<file path="config.mk">
export PLATFORM = sky130hd
export DESIGN_NAME = sensor_cond
export DESIGN_NICKNAME = d
export VERILOG_FILES = /design/src/rtl/sensor_cond_pkg.sv /design/src/rtl/cadence_meas.sv /design/src/rtl/sensor_cond.sv
export SDC_FILE = /design/constraint.sdc
export NUM_CORES = 1
export LEC_CHECK = 0
export CORE_MARGIN = 1.5
export CORE_UTILIZATION = 53
export DETAILED_ROUTE_END_ITERATION = 7
export GPL_TIMING_DRIVEN = 0
export PLACE_DENSITY = 0.88
export SLEW_MARGIN = 40
export SYNTH_ARGS = -nofsm -noshare
export SYNTH_HDL_FRONTEND = slang
export SYNTH_SLANG_ARGS = --single-unit
</file>
<file path="constraint.sdc">
create_clock -name clk -period 6.5 [get_ports clk]
set_input_delay 1.625 -clock clk [delete_from_list [all_inputs] [get_ports clk]]
set_output_delay 1.625 -clock clk [all_outputs]
set_load 0.005 [all_outputs]
</file>
<file path="src/rtl/sensor_cond_pkg.sv">
// Shared thresholds, filter constants and widths for the sensor conditioning stage.
// FAST_SIM_EN shrinks the sample-strobe and pedal-timeout counters for short simulations.
package sensor_cond_pkg;

    localparam logic [11:0] TORQUE_MIN  = 12'h380;
    localparam logic [11:0] BATT_LOW    = 12'hA98;
    localparam logic [11:0] BATT_HYST   = 12'h040;
    localparam logic [11:0] BATT_CLR    = BATT_LOW + BATT_HYST;
    localparam logic [11:0] BRAKE_THRES = 12'h800;

`ifdef FAST_SIM_EN
    localparam int SMPL_BITS = 8;
    localparam int CAD_BITS  = 12;
`else
    localparam int SMPL_BITS = 16;
    localparam int CAD_BITS  = 22;
`endif

    localparam int CURR_SHIFT = 2;
    localparam int TORQ_SHIFT = 5;
    localparam int CURR_ACC_W = 12 + CURR_SHIFT;
    localparam int TORQ_ACC_W = 12 + TORQ_SHIFT;

    // Assist request above the torque dead-band, doubled and clipped to 12 bits.
    function automatic logic [11:0] calc_target(input logic [11:0] avg_torque);
        logic [12:0] dbl;
        if (avg_torque <= TORQUE_MIN) return 12'h000;
        dbl = {avg_torque - TORQUE_MIN, 1'b0};
        return dbl[12] ? 12'hFFF : dbl[11:0];
    endfunction

endpackage

</file>
<file path="src/rtl/cadence_meas.sv">
// Cadence synchronizer, rising-edge detect and saturating pedal-timeout counter.
module cadence_meas
    import sensor_cond_pkg::*;
#(
    parameter int CAD_W = CAD_BITS
) (
    input  logic clk,
    input  logic rst_n,
    input  logic cadence,
    output logic cad_rise,
    output logic not_pedaling
);

    logic             sync1_q, sync2_q, edge_q;
    logic             rise_d, rise_q;
    logic             np_d, np_q;
    logic [CAD_W-1:0] tmr_d, tmr_q;

    always_comb begin
        rise_d = sync2_q & ~edge_q;
        tmr_d  = tmr_q;
        // Clear takes priority over saturation so a late edge still restarts the timeout.
        if (rise_q)
            tmr_d = '0;
        else if (!(&tmr_q))
            tmr_d = tmr_q + 1'b1;
        np_d = &tmr_d;
    end

    always_ff @(posedge clk or negedge rst_n) begin
        if (!rst_n) begin
            sync1_q <= 1'b0;
            sync2_q <= 1'b0;
            edge_q  <= 1'b0;
            rise_q  <= 1'b0;
            tmr_q   <= '1;
            np_q    <= 1'b1;
        end else begin
            sync1_q <= cadence;
            sync2_q <= sync1_q;
            edge_q  <= sync2_q;
            rise_q  <= rise_d;
            tmr_q   <= tmr_d;
            np_q    <= np_d;
        end
    end

    assign cad_rise     = rise_q;
    assign not_pedaling = np_q;

endmodule

</file>
<file path="src/rtl/sensor_cond.sv">
// Conditions A2D readings into filtered current/torque, status flags, target current and error.
// Counter widths default from the package (FAST_SIM_EN) and may be overridden per instance.
module sensor_cond
    import sensor_cond_pkg::*;
#(
    parameter int SMPL_W = SMPL_BITS,
    parameter int CAD_W  = CAD_BITS
) (
    input  logic        clk,
    input  logic        rst_n,
    input  logic [11:0] batt,
    input  logic [11:0] curr,
    input  logic [11:0] brake,
    input  logic [11:0] torque,
    input  logic        cadence,
    output logic [11:0] avg_curr,
    output logic [11:0] avg_torque,
    output logic        not_pedaling,
    output logic        batt_low,
    output logic        brake_on,
    output logic [11:0] target_curr,
    output logic [12:0] error
);

    logic                  cad_rise;
    logic                  curr_smpl;
    logic [SMPL_W-1:0]     smpl_cnt_d, smpl_cnt_q;
    logic [CURR_ACC_W-1:0] curr_acc_d, curr_acc_q;
    logic [TORQ_ACC_W-1:0] torq_acc_d, torq_acc_q;
    logic                  batt_low_d, batt_low_q;
    logic                  brake_on_d, brake_on_q;
    logic [11:0]           target_d, target_q;
    logic [12:0]           error_d, error_q;

    cadence_meas #(.CAD_W(CAD_W)) u_cad (
        .clk          (clk),
        .rst_n        (rst_n),
        .cadence      (cadence),
        .cad_rise     (cad_rise),
        .not_pedaling (not_pedaling)
    );

    assign curr_smpl  = &smpl_cnt_q;
    assign avg_curr   = curr_acc_q[CURR_ACC_W-1:CURR_SHIFT];
    assign avg_torque = torq_acc_q[TORQ_ACC_W-1:TORQ_SHIFT];

    always_comb begin
        smpl_cnt_d = smpl_cnt_q + 1'b1;
        curr_acc_d = curr_acc_q;
        torq_acc_d = torq_acc_q;
        if (curr_smpl)
            curr_acc_d = curr_acc_q - (curr_acc_q >> CURR_SHIFT) + CURR_ACC_W'(curr);
        if (cad_rise)
            torq_acc_d = torq_acc_q - (torq_acc_q >> TORQ_SHIFT) + TORQ_ACC_W'(torque);
    end

    always_comb begin
        batt_low_d = batt_low_q;
        if (batt < BATT_LOW)
            batt_low_d = 1'b1;
        else if (batt >= BATT_CLR)
            batt_low_d = 1'b0;
        brake_on_d = (brake < BRAKE_THRES);

        target_d = 12'h000;
        if (!(not_pedaling || batt_low_q || brake_on_q))
            target_d = calc_target(avg_torque);

        // Error trails target by one clock so both terms come from registered values.
        error_d = 13'h0000;
        if (!(brake_on_q || batt_low_q))
            error_d = {1'b0, target_q} - {1'b0, avg_curr};
    end

    always_ff @(posedge clk or negedge rst_n) begin
        if (!rst_n) begin
            smpl_cnt_q <= '0;
            curr_acc_q <= '0;
            torq_acc_q <= '0;
            batt_low_q <= 1'b0;
            brake_on_q <= 1'b0;
            target_q   <= 12'h000;
            error_q    <= 13'h0000;
        end else begin
            smpl_cnt_q <= smpl_cnt_d;
            curr_acc_q <= curr_acc_d;
            torq_acc_q <= torq_acc_d;
            batt_low_q <= batt_low_d;
            brake_on_q <= brake_on_d;
            target_q   <= target_d;
            error_q    <= error_d;
        end
    end

    assign batt_low    = batt_low_q;
    assign brake_on    = brake_on_q;
    assign target_curr = target_q;
    assign error       = error_q;

endmodule

</file>
# Yosys cells after proc, flatten, opt, wreduce, memory -nomap -nowiden
# Cells that the tools add are included.
dict set report totals {
  register_bits 101
  input_bits 51
  output_inout_bits 52
  wordCells 45
}
dict set report op_classes {
  n_addsub 8
  order_cmp 4
  n_mux 11
  bitwise 2
  n_reduce_logical 7
}
# cell n
set ops {}
lappend ops {{$mux 12} 4}
lappend ops {{$mux 22} 2}
lappend ops {{$reduce_and 22->1} 2}
lappend ops {{$lt 12x12->1 const B} 2}
lappend ops {{$add 22x1->22 const B} 1}
lappend ops {{$add 17x12->17} 1}
lappend ops {{$sub 17x12->17} 1}
lappend ops {{$add 16x1->16 const B} 1}
lappend ops {{$reduce_and 16->1} 1}
lappend ops {{$add 14x12->14} 1}
lappend ops {{$sub 14x12->14} 1}
lappend ops {{$mux 13} 1}
lappend ops {{$sub 12x12->13} 1}
lappend ops {{$ge 12x12->1 const B} 1}
lappend ops {{$le 12x10->1 const B} 1}
lappend ops {{$sub 12x10->12 const B} 1}
lappend ops {{$mux 1} 4}
lappend ops {{$logic_or 1x1->1} 3}
lappend ops {{$reduce_bool 2->1} 1}
lappend ops {{$and 1x1->1} 1}
lappend ops {{$not 1->1} 1}

# Longest topological paths before layout
dict set report depth {
  depth_word 5
  mapped_depth 13
  ltp_nobuf 13
}

# Hierarchy
# Synthesis repeated with hierarchy kept, for this count alone.
dict set report unflattened {
  hier_cells 760
  area_unflattened_um2 7095.6
}
# mod n_inst cells_each area_each_um2 seq_area_each_um2
set modules_own_cells {}
lappend modules_own_cells {sensor_cond 1 614 5586.6 1851.8}
lappend modules_own_cells {cadence_meas 1 146 1508.9 704.4}

# Worst setup path before layout
# OpenSTA, ideal clock, no wires.
dict set report synth_timing {
  path_type {input port to flip-flop}
  startpoint {input torque[1]}
  endpoint {register torq_acc_q[13]}
  setup_time_ns 0.095
  t_arrival_ns 3.824
  required_time_ns 6.405
  slack_ns 2.581
  stages 11
  n_path_buf 0
  path_cell_list {inv_1 -> fa_1 -> inv_1 -> ha_1 -> a211oi_1 -> o21ai_0 -> o211a_1 -> o211ai_1 -> a31oi_1 -> o21a_1 -> o31ai_1}
}
dict set report synth_via {
  elab_chain_cells 1
}
# element line_no
set synth_lines {}
lappend synth_lines {{from (decl)} sensor_cond.sv:14} ;# input logic [11:0] torque,
lappend synth_lines {{$add 17x12->17} sensor_cond.sv:54} ;# torq_acc_d = torq_acc_q - (torq_acc_q >> TORQ_SHIFT) + TORQ_ACC_W'(torque);
lappend synth_lines {{to (signal assigned)} sensor_cond.sv:87} ;# torq_acc_q <= torq_acc_d;
lappend synth_lines {{to (decl)} sensor_cond.sv:29} ;# logic [TORQ_ACC_W-1:0] torq_acc_d, torq_acc_q;
# No other way between the ends.
# A chain may end at the register's enable or synchronous reset.

# Final worst setup path
# Ends and elaborated chain as after synthesis.

==> out/summary.md <==
The tools report the I/O pin count as 103. The via count of the first global-routing pass came out at 5117. For this run, the number of standard cells in the final layout without fillers is 1007.

The count of buffers inserted at the top-level ports is 88. The core area came out at 12600 um^2. The critical path launch point type is an input pin.

Setup repair after global routing left no endpoint under its margin. The clock root buffer is clkbuf_16. After Yosys synthesis, XOR and XNOR cells account for 7.73% of the synthesized area.

Of all nets on the critical path, the largest fanout is 4. The portion of synthesized area spent on multiplexers is 0.920%. The combined area of all synthesized cells came out at 6800 um^2. The net switching share of the total power is 39.6%, and the CTS H-tree depth is 3. For the pin with the worst max-slew slack, the measured transition is 0.591 ns. After synthesis, the mean cell area works out to 9.32 um^2.

The run gives 60.6% as the worst relative slew slack. The buffer levels on the longest clock path was 2. The number of max-cap violations is 0. The global placer's final weighted congestion is 0.846.

The logs give 6.24 mm for the wire length on met1 and 41 for the floorplan row count. The part of the Yosys area used for sequential elements came out at 37.6%. Entering global routing, the biggest net connects 69 pins. Detailed routing placed a total of 7.24 mm of wire on met2. The logs give 231 MHz for the maximum achievable frequency and 0 for the max-slew violation total from the final report. The number of gates resized after CTS was 0.

Setup violations remaining at the end of the flow were counted as 0. Using the TritonRoute via totals, the vias-per-cell ratio works out to 5.22. The switching component of the power is 1.16 mW, and the final routed wire length divided by cell count is 14.3 um.

The final critical delay including setup and external delays came out at 4.33 ns. The count of antenna-violating nets left after detailed routing is 0, and the fraction of layout instances using a drive strength above 1 is 9.58%. The total overflow left after global routing is 0. The routed length on met3 is 617 um, and the area fraction in and, or, nand and nor cells after synthesis is 14.4%. The endpoint arrival time on the critical path came out at 4.59 ns.

Largest family of logic cells by synthesized area: adder cells. Once routing completed, OpenROAD measured the worst setup slack at 2.17 ns. The run gives 0 as the number of antenna violations at the first check in global routing. Cells fill 65.5% of the core in the end. The die covers 13500 um^2.

The portion of total power attributed to combinational logic was 52.8%; the total instance count after detailed placement was 991. The first global-routing pass estimated 24.1 mm of wire. The worst hold slack across all endpoints came out at 0.351 ns. The most numerous cell type found on the critical path is inv_1.

The signal on the critical path passes through clkdlybuf4s50_1 -> inv_1 -> fa_1 -> inv_1 -> ha_1 -> a211oi_1 -> o21ai_0 -> o211a_1 -> o211ai_1 -> a31oi_1 -> o21a_1 -> o31ai_1. The synthesized netlist devotes 12.7% of its cell area to compound gates. The relative area change from synthesis to final layout was 21.0%. The synthesized-area fraction occupied by adder cells works out to 16.5%. The critical path's largest stage delay was 0.53 ns; the latest clock arrival within the worst-skew pair was 0.35 ns. Clock tree synthesis inserted a total of 9 buffers. The kind of cell with the highest combined delay along the critical path is compound AO/OA/AOI/OAI gates.

Summed over all cells, the static leakage comes to 3.99 nW. The min-delay analysis places its worst path in the category register to register. The tools report the internal power of the cells as 1.76 mW.

The largest individual stage delay along the critical path comes from the cell fa_1. The first detailed-routing pass took 4 iterations. When the netlist entered floorplanning its net count stood at 855. TritonCTS built the clock tree.

The total of flip-flops plus latches after synthesis is 101, and the via count is 5257. The most instantiated flip-flop cell in the synthesis netlist is dfrtp_1. The die is 116 um tall. The path type of the worst setup path is input pin to register.

Together, buffers and inverters on the worst path number 3. Post-CTS timing repair inserted 0 buffers for setup. The worst setup path is captured at a register. The clock drives 101 sinks. Counting flops with an async set or reset pin after synthesis yields a share of 100%. The number of hold-slack violations in the final timing report came out at 0. The clock network power share was 18.7%; the width of the die was 116 um. The post-route clock period utilization was 66.6%; the hold buffer count at cts was 0. After the last flow step, the layout net total stands at 955. For this block, the routed nets add up to 14.4 mm of wire. The largest voltage drop on the vdd net is 0.000194 V, and the total power density per cell area is 355 nW/um^2. 0 antenna diodes ended up in the layout. The run gives 0 as the count of yosys warnings during synthesis.

The logs give 11.3 mm for the half-perimeter wire length of the detailed placement result and 54.1% for the initial core utilization. Clock skew after layout: 0.00605 ns. The flow ran to the end, and the final reports show no timing, DRC or antenna violations. The highest metal layer with signal wires is met4. Setup total negative slack on the finished layout was measured at 0 ns. Global routing consumed, over all layers together, 23.1% of the routing resources. The tools report the number of violations reported at the end of detailed-routing iteration 0 as 267. The synthesized design contains 0 enable-type register cells. For the unique cell type count in the Yosys netlist, the log shows 56. The worst-case setup slack after placement was 1.83 ns; the number of standard cells after synthesis was 730. After clock tree synthesis, the clock-pin slew on the worst setup and hold paths is 0.07 ns. After detailed routing, the number of remaining DRC violations is 0. Sequential cells burn 28.5% of the power. The required time at the endpoint of the critical path is 6.76 ns.
## layout by cell type, fill, tap and decap left out, types with 26 or more instances in the layout
cell             netlist  routed
xor2_1                26      26
nor2_1                50      50
nand3_1               26      26
o21ai_0               40      40
nand2_1               43      43
a21oi_1               37      37
inv_1                119     119
clkdlybuf4s50_1        0      87
xnor2_1               34      34
ha_1                  49      49
dfrtp_1               78      78
## final timing paths
kind,start,to,slack [ns],cells after the start
hold reg to reg,u_cad.sync1_q,u_cad.sync2_q,0.35,0
setup / recovery,torque[1],torq_acc_q[13],2.17,12
min in group asynchronous,rst_n,curr_acc_q[3],1.12,1
setup reg to reg,curr_acc_q[2],curr_acc_q[10],3.53,11
max in group asynchronous,rst_n,u_cad.tmr_q[17],4.71,2
hold / removal,u_cad.sync1_q,u_cad.sync2_q,0.35,0
## synthesized netlist by cell type (3+ instances only)
master / n / share of area (%)
inv_1: 119 / 6.6
dfrtp_1: 78 / 29
nor2_1: 50 / 2.8
ha_1: 49 / 9.0
nand2_1: 43 / 2.4
o21ai_0: 40 / 2.9
a21oi_1: 37 / 2.7
xnor2_1: 34 / 4.4
nand3_1: 26 / 1.9
xor2_1: 26 / 3.3
buf_4: 25 / 2.8
fa_1: 25 / 7.4
dfstp_2: 23 / 8.9
nor3_1: 13 / 0.96
a21o_1: 11 / 1.2
nand4_1: 11 / 1.0
and3_1: 10 / 0.92
clkbuf_1: 10 / 0.55
a211oi_1: 9 / 0.99
a31oi_1: 8 / 0.74
or3_1: 8 / 0.74
o21a_1: 7 / 0.77
nor2b_1: 6 / 0.55
and2_1: 4 / 0.37
mux2i_1: 4 / 0.59
nand2b_1: 4 / 0.37
o211ai_1: 4 / 0.44
nor4_1: 3 / 0.28
o21bai_1: 3 / 0.33
o31ai_1: 3 / 0.33
or2_2: 3 / 0.28
## layer usage
metal / global-route usage, % / vias to the layer above
met5: 0 / -
met4: 9.43 / 0
met3: 4.10 / 23
met2: 40.2 / 129
met1: 28.7 / 2500
li1: - / 2605
## registers in the layout (all words and copies together), names as in the netlist
| register | cells |
|---|---|
| brake_on | 1 |
| error | 13 |
| u_cad.tmr_q | 22 |
| smpl_cnt_q | 16 |
| u_cad.not_pedaling | 1 |
| u_cad.sync2_q | 1 |
| u_cad.cad_rise | 1 |
| curr_acc_q | 14 |
| torq_acc_q | 17 |
| u_cad.edge_q | 1 |
| u_cad.sync1_q | 1 |
| target_curr | 12 |
| batt_low | 1 |
## power groups by stage
stage | combinational (mW) | sequential [mW] | clock, mW
CTS | 1.54 | 0.832 | 0.561
global route | 1.74 | 0.845 | 0.584
detailed placement | 1.53 | 0.842 | 0
floorplan | 1.14 | 0.805 | 0
finish | 1.54 | 0.832 | 0.547
global placement | 1.47 | 0.839 | 0
## per-stage QoR
| step | total power, mW | cell area [um^2] |
|---|---|---|
| 2_1_floorplan | 1.95 | 6800 |
| 3_3_place_gp | 2.31 | 7900 |
| 3_5_place_dp | 2.37 | 7930 |
| 4_1_cts | 2.93 | 8230 |
| 5_1_grt | 3.17 | 8230 |
| 6_report | 2.92 | 8230 |
## final cells by class
cell class                 count  area (um^2)
fill                        1006         4340
multi-input combinational    472         3550
clock inverter                 5         57.6
sequential                   101         2560
inverter                     119          447
clock buffer                  11          243
tap                          172          215
buffer                        38          244
timing repair buffer          89          913
## worst reg2reg max path, delay by kind of cell (launching register included)
family | cells | cell delay, ns
DFF | 1 | 0.46
xor gates and xnor gates | 1 | 0.18
and+or+nand+nor | 1 | 0.15
adders and majority gates | 2 | 0.85
AOI/OAI and AO/OA | 5 | 1.07
buffers and inverters | 2 | 0.13
## cell families after synthesis
group / count (synthesis)
buf+inv: 157
mux: 6
xor+xnor: 60
flops: 101
fa+ha+maj: 75
compound gates: 137
simple gates: 194
No activity file was read; power rests on OpenSTA's default activity.
